[src/rtl/dt_blue_hit_if.sv]
// Signal bundle between the player/slime geometry sources and the blue-hit
// collision block; master drives positions and timing, slave returns hit state.
interface dt_blue_hit_if;
  logic [9:0]  x_blue;
  logic [8:0]  y_blue;
  logic [9:0]  x_slim;
  logic [8:0]  y_slim;
  logic [31:0] ipcnt;
  logic        frozen;
  logic        hit_pulse;
  logic [1:0]  lives;
  logic        invuln;
  logic        blink;
  logic        knock_left;
  logic        dead;

  modport master (
    output x_blue, y_blue, x_slim, y_slim, ipcnt, frozen,
    input  hit_pulse, lives, invuln, blink, knock_left, dead
  );

  modport slave (
    input  x_blue, y_blue, x_slim, y_slim, ipcnt, frozen,
    output hit_pulse, lives, invuln, blink, knock_left, dead
  );
endinterface

[src/rtl/dt_blue_hit.sv]
// Slime-damages-player collision: side/bottom contact costs a life, then a tick-timed
// invulnerability window; game-over is sticky. Define DT_BLUE_HIT_BLINK_EN for sprite blink.
module dt_blue_hit #(
  parameter int unsigned BLUE_W     = 47,
  parameter int unsigned BLUE_H     = 41,
  parameter int unsigned SLIM_W     = 62,
  parameter int unsigned SLIM_H     = 36,
  parameter int unsigned STOMP_TOL  = 2,
  parameter int unsigned TICK_AT    = 6000000,
  parameter int unsigned INV_TICKS  = 15,
  parameter int unsigned LIVES_INIT = 3
) (
  input  logic         clk,
  input  logic         rst,
  dt_blue_hit_if.slave bus
);

  localparam logic [10:0] BW_X    = 11'(BLUE_W);
  localparam logic [10:0] SW_X    = 11'(SLIM_W);
  localparam logic [10:0] BW_HALF = 11'(BLUE_W / 2);
  localparam logic [10:0] SW_HALF = 11'(SLIM_W / 2);
  localparam logic [9:0]  BH_Y    = 10'(BLUE_H);
  localparam logic [9:0]  SH_Y    = 10'(SLIM_H);
  localparam logic [9:0]  TOL_Y   = 10'(STOMP_TOL);
  localparam logic [3:0]  INV_LAST = 4'(INV_TICKS - 1);
  localparam logic [1:0]  LIVES_RST = 2'(LIVES_INIT);

  typedef enum logic [1:0] {ALIVE, INVULN, DEAD} state_t;

  state_t     state_reg, state_next;
  logic [1:0] lives_reg, lives_next;
  logic [3:0] inv_cnt_reg, inv_cnt_next;
  logic       hit_pulse_reg, hit_pulse_next;
  logic       invuln_reg, invuln_next;
  logic       knock_left_reg, knock_left_next;
  logic       dead_reg, dead_next;

  logic [10:0] xb, xs;
  logic [9:0]  yb, ys, blue_bottom, stomp_lo;
  logic        overlap, stomp, contact, tick, knock_calc;

  assign xb = {1'b0, bus.x_blue};
  assign xs = {1'b0, bus.x_slim};
  assign yb = {1'b0, bus.y_blue};
  assign ys = {1'b0, bus.y_slim};
  assign blue_bottom = yb + BH_Y;

  // Stomp band sits just around the slime's top edge; its lower bound saturates at row 0.
  assign stomp_lo = (ys >= TOL_Y) ? (ys - TOL_Y) : 10'd0;

  assign overlap = (xb < xs + SW_X) && (xb + BW_X > xs) &&
                   (yb < ys + SH_Y) && (blue_bottom > ys);
  assign stomp   = (blue_bottom > stomp_lo) && (blue_bottom < ys + TOL_Y);
  assign contact = overlap && !stomp && !bus.frozen;
  assign tick    = (bus.ipcnt == TICK_AT);
  assign knock_calc = (xb + BW_HALF) < (xs + SW_HALF);

  always_ff @(posedge clk or posedge rst) begin
    if (rst) begin
      state_reg      <= ALIVE;
      lives_reg      <= LIVES_RST;
      inv_cnt_reg    <= 4'd0;
      hit_pulse_reg  <= 1'b0;
      invuln_reg     <= 1'b0;
      knock_left_reg <= 1'b0;
      dead_reg       <= 1'b0;
    end else begin
      state_reg      <= state_next;
      lives_reg      <= lives_next;
      inv_cnt_reg    <= inv_cnt_next;
      hit_pulse_reg  <= hit_pulse_next;
      invuln_reg     <= invuln_next;
      knock_left_reg <= knock_left_next;
      dead_reg       <= dead_next;
    end
  end

  always_comb begin
    state_next      = state_reg;
    lives_next      = lives_reg;
    inv_cnt_next    = inv_cnt_reg;
    hit_pulse_next  = 1'b0;
    invuln_next     = invuln_reg;
    knock_left_next = knock_left_reg;
    dead_next       = dead_reg;
    case (state_reg)
      ALIVE: begin
        // A tick coinciding with a hit is simply dropped: the window starts at zero.
        if (contact) begin
          hit_pulse_next  = 1'b1;
          lives_next      = lives_reg - 2'd1;
          knock_left_next = knock_calc;
          if (lives_reg == 2'd1) begin
            state_next  = DEAD;
            dead_next   = 1'b1;
            invuln_next = 1'b0;
          end else begin
            state_next   = INVULN;
            inv_cnt_next = 4'd0;
            invuln_next  = 1'b1;
          end
        end
      end
      INVULN: begin
        if (tick) begin
          if (inv_cnt_reg == INV_LAST) begin
            state_next   = ALIVE;
            inv_cnt_next = 4'd0;
            invuln_next  = 1'b0;
          end else begin
            inv_cnt_next = inv_cnt_reg + 4'd1;
          end
        end
      end
      DEAD: begin
        dead_next   = 1'b1;
        invuln_next = 1'b0;
        lives_next  = 2'd0;
      end
      default: state_next = ALIVE;
    endcase
  end

`ifdef DT_BLUE_HIT_BLINK_EN
  logic blink_reg, blink_next;

  // Blink phase restarts dark at both ends of the window so the sprite never ends hidden.
  always_comb begin
    blink_next = 1'b0;
    if (state_reg == INVULN) begin
      blink_next = blink_reg;
      if (tick) begin
        blink_next = (inv_cnt_reg == INV_LAST) ? 1'b0 : ~blink_reg;
      end
    end
  end

  always_ff @(posedge clk or posedge rst) begin
    if (rst) begin
      blink_reg <= 1'b0;
    end else begin
      blink_reg <= blink_next;
    end
  end

  assign bus.blink = blink_reg;
`else
  assign bus.blink = 1'b0;
`endif

  assign bus.hit_pulse  = hit_pulse_reg;
  assign bus.lives      = lives_reg;
  assign bus.invuln     = invuln_reg;
  assign bus.knock_left = knock_left_reg;
  assign bus.dead       = dead_reg;

endmodule

[src/flat_wrapper.sv]
// flat-port wrapper written by rule: the top's interface ports become plain ports
module dt_blue_hit_flat 
#(
  parameter int unsigned BLUE_W     = 47,
  parameter int unsigned BLUE_H     = 41,
  parameter int unsigned SLIM_W     = 62,
  parameter int unsigned SLIM_H     = 36,
  parameter int unsigned STOMP_TOL  = 2,
  parameter int unsigned TICK_AT    = 6000000,
  parameter int unsigned INV_TICKS  = 15,
  parameter int unsigned LIVES_INIT = 3
)
  (clk, rst, bus_x_blue, bus_y_blue, bus_x_slim, bus_y_slim, bus_ipcnt, bus_frozen, bus_hit_pulse, bus_lives, bus_invuln, bus_blink, bus_knock_left, bus_dead);
  dt_blue_hit_if bus_i ();
  input  logic clk;
  input  logic rst;
  input wire logic [$bits(bus_i.x_blue)-1:0] bus_x_blue;
  input wire logic [$bits(bus_i.y_blue)-1:0] bus_y_blue;
  input wire logic [$bits(bus_i.x_slim)-1:0] bus_x_slim;
  input wire logic [$bits(bus_i.y_slim)-1:0] bus_y_slim;
  input wire logic [$bits(bus_i.ipcnt)-1:0] bus_ipcnt;
  input wire logic [$bits(bus_i.frozen)-1:0] bus_frozen;
  output wire logic [$bits(bus_i.hit_pulse)-1:0] bus_hit_pulse;
  output wire logic [$bits(bus_i.lives)-1:0] bus_lives;
  output wire logic [$bits(bus_i.invuln)-1:0] bus_invuln;
  output wire logic [$bits(bus_i.blink)-1:0] bus_blink;
  output wire logic [$bits(bus_i.knock_left)-1:0] bus_knock_left;
  output wire logic [$bits(bus_i.dead)-1:0] bus_dead;
  assign bus_i.x_blue = bus_x_blue;
  assign bus_i.y_blue = bus_y_blue;
  assign bus_i.x_slim = bus_x_slim;
  assign bus_i.y_slim = bus_y_slim;
  assign bus_i.ipcnt = bus_ipcnt;
  assign bus_i.frozen = bus_frozen;
  assign bus_hit_pulse = bus_i.hit_pulse;
  assign bus_lives = bus_i.lives;
  assign bus_invuln = bus_i.invuln;
  assign bus_blink = bus_i.blink;
  assign bus_knock_left = bus_i.knock_left;
  assign bus_dead = bus_i.dead;
  dt_blue_hit #(.BLUE_W(BLUE_W), .BLUE_H(BLUE_H), .SLIM_W(SLIM_W), .SLIM_H(SLIM_H), .STOMP_TOL(STOMP_TOL), .TICK_AT(TICK_AT), .INV_TICKS(INV_TICKS), .LIVES_INIT(LIVES_INIT)) u_core (.clk(clk), .rst(rst), .bus(bus_i));
endmodule
[config.mk]
export PLATFORM = sky130hd
export DESIGN_NAME = dt_blue_hit_flat
export DESIGN_NICKNAME = d
export VERILOG_FILES = /design/src/rtl/dt_blue_hit_if.sv /design/src/rtl/dt_blue_hit.sv /design/src/flat_wrapper.sv
export SDC_FILE = /design/constraint.sdc
export NUM_CORES = 1
export LEC_CHECK = 0
export ABC_AREA = 1
export CAP_MARGIN = 20
export CORE_MARGIN = 3
export CORE_UTILIZATION = 58
export CTS_BUF_LIST = sky130_fd_sc_hd__clkbuf_8
export DETAILED_ROUTE_END_ITERATION = 10
export GPL_TIMING_DRIVEN = 0
export HOLD_SLACK_MARGIN = 0.15
export PLACE_DENSITY = 0.86
export SKIP_LAST_GASP = 1
export SYNTH_ARGS = -nofsm -noshare
export SYNTH_HDL_FRONTEND = slang
export SYNTH_SLANG_ARGS = --single-unit
[constraint.sdc]
create_clock -name clk -period 3.7 [get_ports clk]
set_input_delay 0.925 -clock clk [delete_from_list [all_inputs] [get_ports clk]]
set_output_delay 0.925 -clock clk [all_outputs]
set_load 0.02 [all_outputs]
==> impl_metrics.env <==
export IMPL_initial_core_util=0.604
export IMPL_grt_max_degree=13
export IMPL_yosysSeqAreaShare=0.0837
export IMPL_clockBufferDepth=2
export IMPL_synth_top_area_share=0.291
export IMPL_synth_edf_count=0
export IMPL_grt_overflow_total=0
export IMPL_drv_cap=0
export IMPL_setup_tns_ns=0
export IMPL_synth_ff_type="dfrtp_1"
export IMPL_peakVddDrop_mv=0.228
export IMPL_cts_made_buffers=3
export IMPL_insertion_delay_ns=0.24
export IMPL_root_buffer="clkbuf_8"
export IMPL_synth_nets=705
export IMPL_chipWidth_um=85.0
export IMPL_ys_warn_count=0
export IMPL_synth_most_common_cell="nand2_1"
export IMPL_syn_to_final_growth_pct=29.0
export IMPL_power_density_nw_per_um2=256
export IMPL_syn_area_um2=3620
export IMPL_finalMaxSlewViolations=0
export IMPL_multiInputGateArea_um2=3030
export IMPL_hpwl_um=8240
export IMPL_netlist_instances=548
export IMPL_synth_seq_cells=12
export IMPL_nFillCells=442
export IMPL_largest_reg_flops=4
export IMPL_syn_area_per_cell_um2=6.60
export IMPL_holdWs_ns=0.472
export IMPL_cts_tree="yes"
export IMPL_clk_pin_slew_ns=0.06
export IMPL_die_y_um=85.0
export IMPL_async_flop_share=1.00
export IMPL_postRouteAntennaNets=0
export IMPL_fp_coreArea_um2=5990
export IMPL_via_count=3869
export IMPL_post_drt_wl_per_cell_um=13.4
export IMPL_fin_skew_ns=0.00116
export IMPL_drtIter0Drc=184
export IMPL_cp_arrival_ns=3.68
export IMPL_cp_end_kind="flip-flop"
export IMPL_crit_path_max_fanout=8
export IMPL_io_buffers=76
export IMPL_place_congestion=0.920
export IMPL_seqCellArea_um2=303
export IMPL_worst_slack_ns=0.157
export IMPL_period_share=0.958
export IMPL_rows=28
export IMPL_grt_usage=0.260
export IMPL_cts_num_sinks=12
export IMPL_fin_nets=793
export IMPL_yosys_area_top_type="ha_1"
export IMPL_cts_htree_levels=1
export IMPL_hold_violations=0
export IMPL_min_period_ns=3.54
export IMPL_p_total_mw=1.19
export IMPL_grt_pass1_vias=3795
export IMPL_start_kind="primary input"
export IMPL_firstDrtPassIters=4
export IMPL_io_pins=80
export IMPL_cts_hold_buf=0
export IMPL_wl_um=9550
export IMPL_grt_antenna_before_repair=0
export IMPL_crit_type="in2reg"
export IMPL_die_area_um2=7220
export IMPL_post_place_ws_ns=-0.756
export IMPL_cp_data_required_time_ns=3.83
export IMPL_synth_area_top_cells="ha_1, nand2_1, inv_1"
export IMPL_p_leak_nw=2.51
export IMPL_drive_above_1_share=0.118
export IMPL_status="complete, no violations"
export IMPL_min_path_type="reg2reg"
export IMPL_setup_viol=0
export IMPL_via_per_inst=5.45
export IMPL_fmax_ghz=0.282
export IMPL_synth_distinct_cells=39
export IMPL_num_antenna_cells=0
export IMPL_grt_pass1_wl_um=15900
export IMPL_route_detailed_drc=0
export IMPL_synth_commonest_cells="nand2_1, inv_1, ha_1"
## power breakdown
| group | internal, mW | switching (mW) | total (mW) |
|---|---|---|---|
| Combinational | 0.359 | 0.492 | 0.851 |
| Clock | 0.0941 | 0.0503 | 0.144 |
| Sequential | 0.172 | 0.0263 | 0.198 |
## worst max-delay path: stages
cell	delay (ns)
clkdlybuf4s50_1	0.54
inv_1	0.11
ha_1	0.22
nand2_1	0.12
inv_1	0.07
nand2_1	0.10
nand2_1	0.07
xor2_1	0.15
ha_1	0.28
nand2_1	0.06
inv_1	0.04
nand4_1	0.09
nor2_1	0.07
nor2_4	0.18
nand4_4	0.14
o21bai_4	0.23
nand2_4	0.13
nand2_1	0.10
o21ai_2	0.05
## cell type report
class                      instances  share of cell area
multi-input combinational        440               0.649
sequential                        12              0.0649
inverter                          93              0.0749
buffer                             3             0.00429
tap                               75              0.0201
timing repair buffer              83               0.175
clock buffer                       4              0.0118
## worst paths after layout
| path | depth (start not counted) | slack [ns] | startpoint | to |
|---|---|---|---|---|
| worst max-delay path | 19 | 0.16 | bus_x_slim[2] | u_core.inv_cnt_reg[1] |
| worst min-delay path | 2 | 0.47 | u_core.bus.dead | u_core.bus.dead |
| worst max register to register | 8 | 2.12 | u_core.bus.lives[1] | u_core.inv_cnt_reg[1] |
| worst min register to register | 2 | 0.47 | u_core.bus.dead | u_core.bus.dead |
| max in group asynchronous | 2 | 2.35 | rst | u_core.bus.lives[1] |
| min in group asynchronous | 2 | 1.00 | rst | u_core.inv_cnt_reg[3] |
## timing repair
| item | in CTS | in global routing |
|---|---|---|
| pin swaps | 6 | 11 |
| hold endpoints to repair | 0 | 0 |
| endpoints found under the setup margin | 12 | 11 |
| gates resized for setup | 20 | 31 |
| setup buffers | 1 | 6 |
## cell usage in the layout, fill, tap and decap left out, drive strengths merged, types with 5 or more instances in the layout
master / count
nand4: 18
nor4: 7
inv: 93
ha: 84
nand2: 141
a21oi: 29
clkbuf: 7
nor3: 7
xor2: 36
o211ai: 5
o21ai: 17
dfrtp: 10
nor2: 41
dlymetal6s2s: 9
clkdlybuf4s50: 62
nand3: 35
xnor2: 8
buf: 11
## routing by layer
layer	wire length, µm	share of wire	track usage
met1	3840	0.40	0.305
met2	4920	0.52	0.492
met3	557	0.058	0.0340
met4	229	0.024	0.0633
met5	0	0	0
## per-stage QoR
stage | area, µm² | std cells | utilization
floorplan | 3620 | 548 | -
global placement | 4470 | 699 | 0.746
detailed placement | 4470 | 699 | 0.746
CTS | 4570 | 704 | 0.764
global route | 4660 | 710 | 0.778
finish | 4660 | 710 | 0.778
## cells by family after synthesis
logic type | share of synthesized area
DFF | 0.0837
xor gates and xnor gates | 0.107
adders and majority gates | 0.291
buffers and inverters | 0.102
AOI/OAI and AO/OA | 0.0993
and+or+nand+nor | 0.317
other | 0.00104
Power figures use the tool's default switching activity.
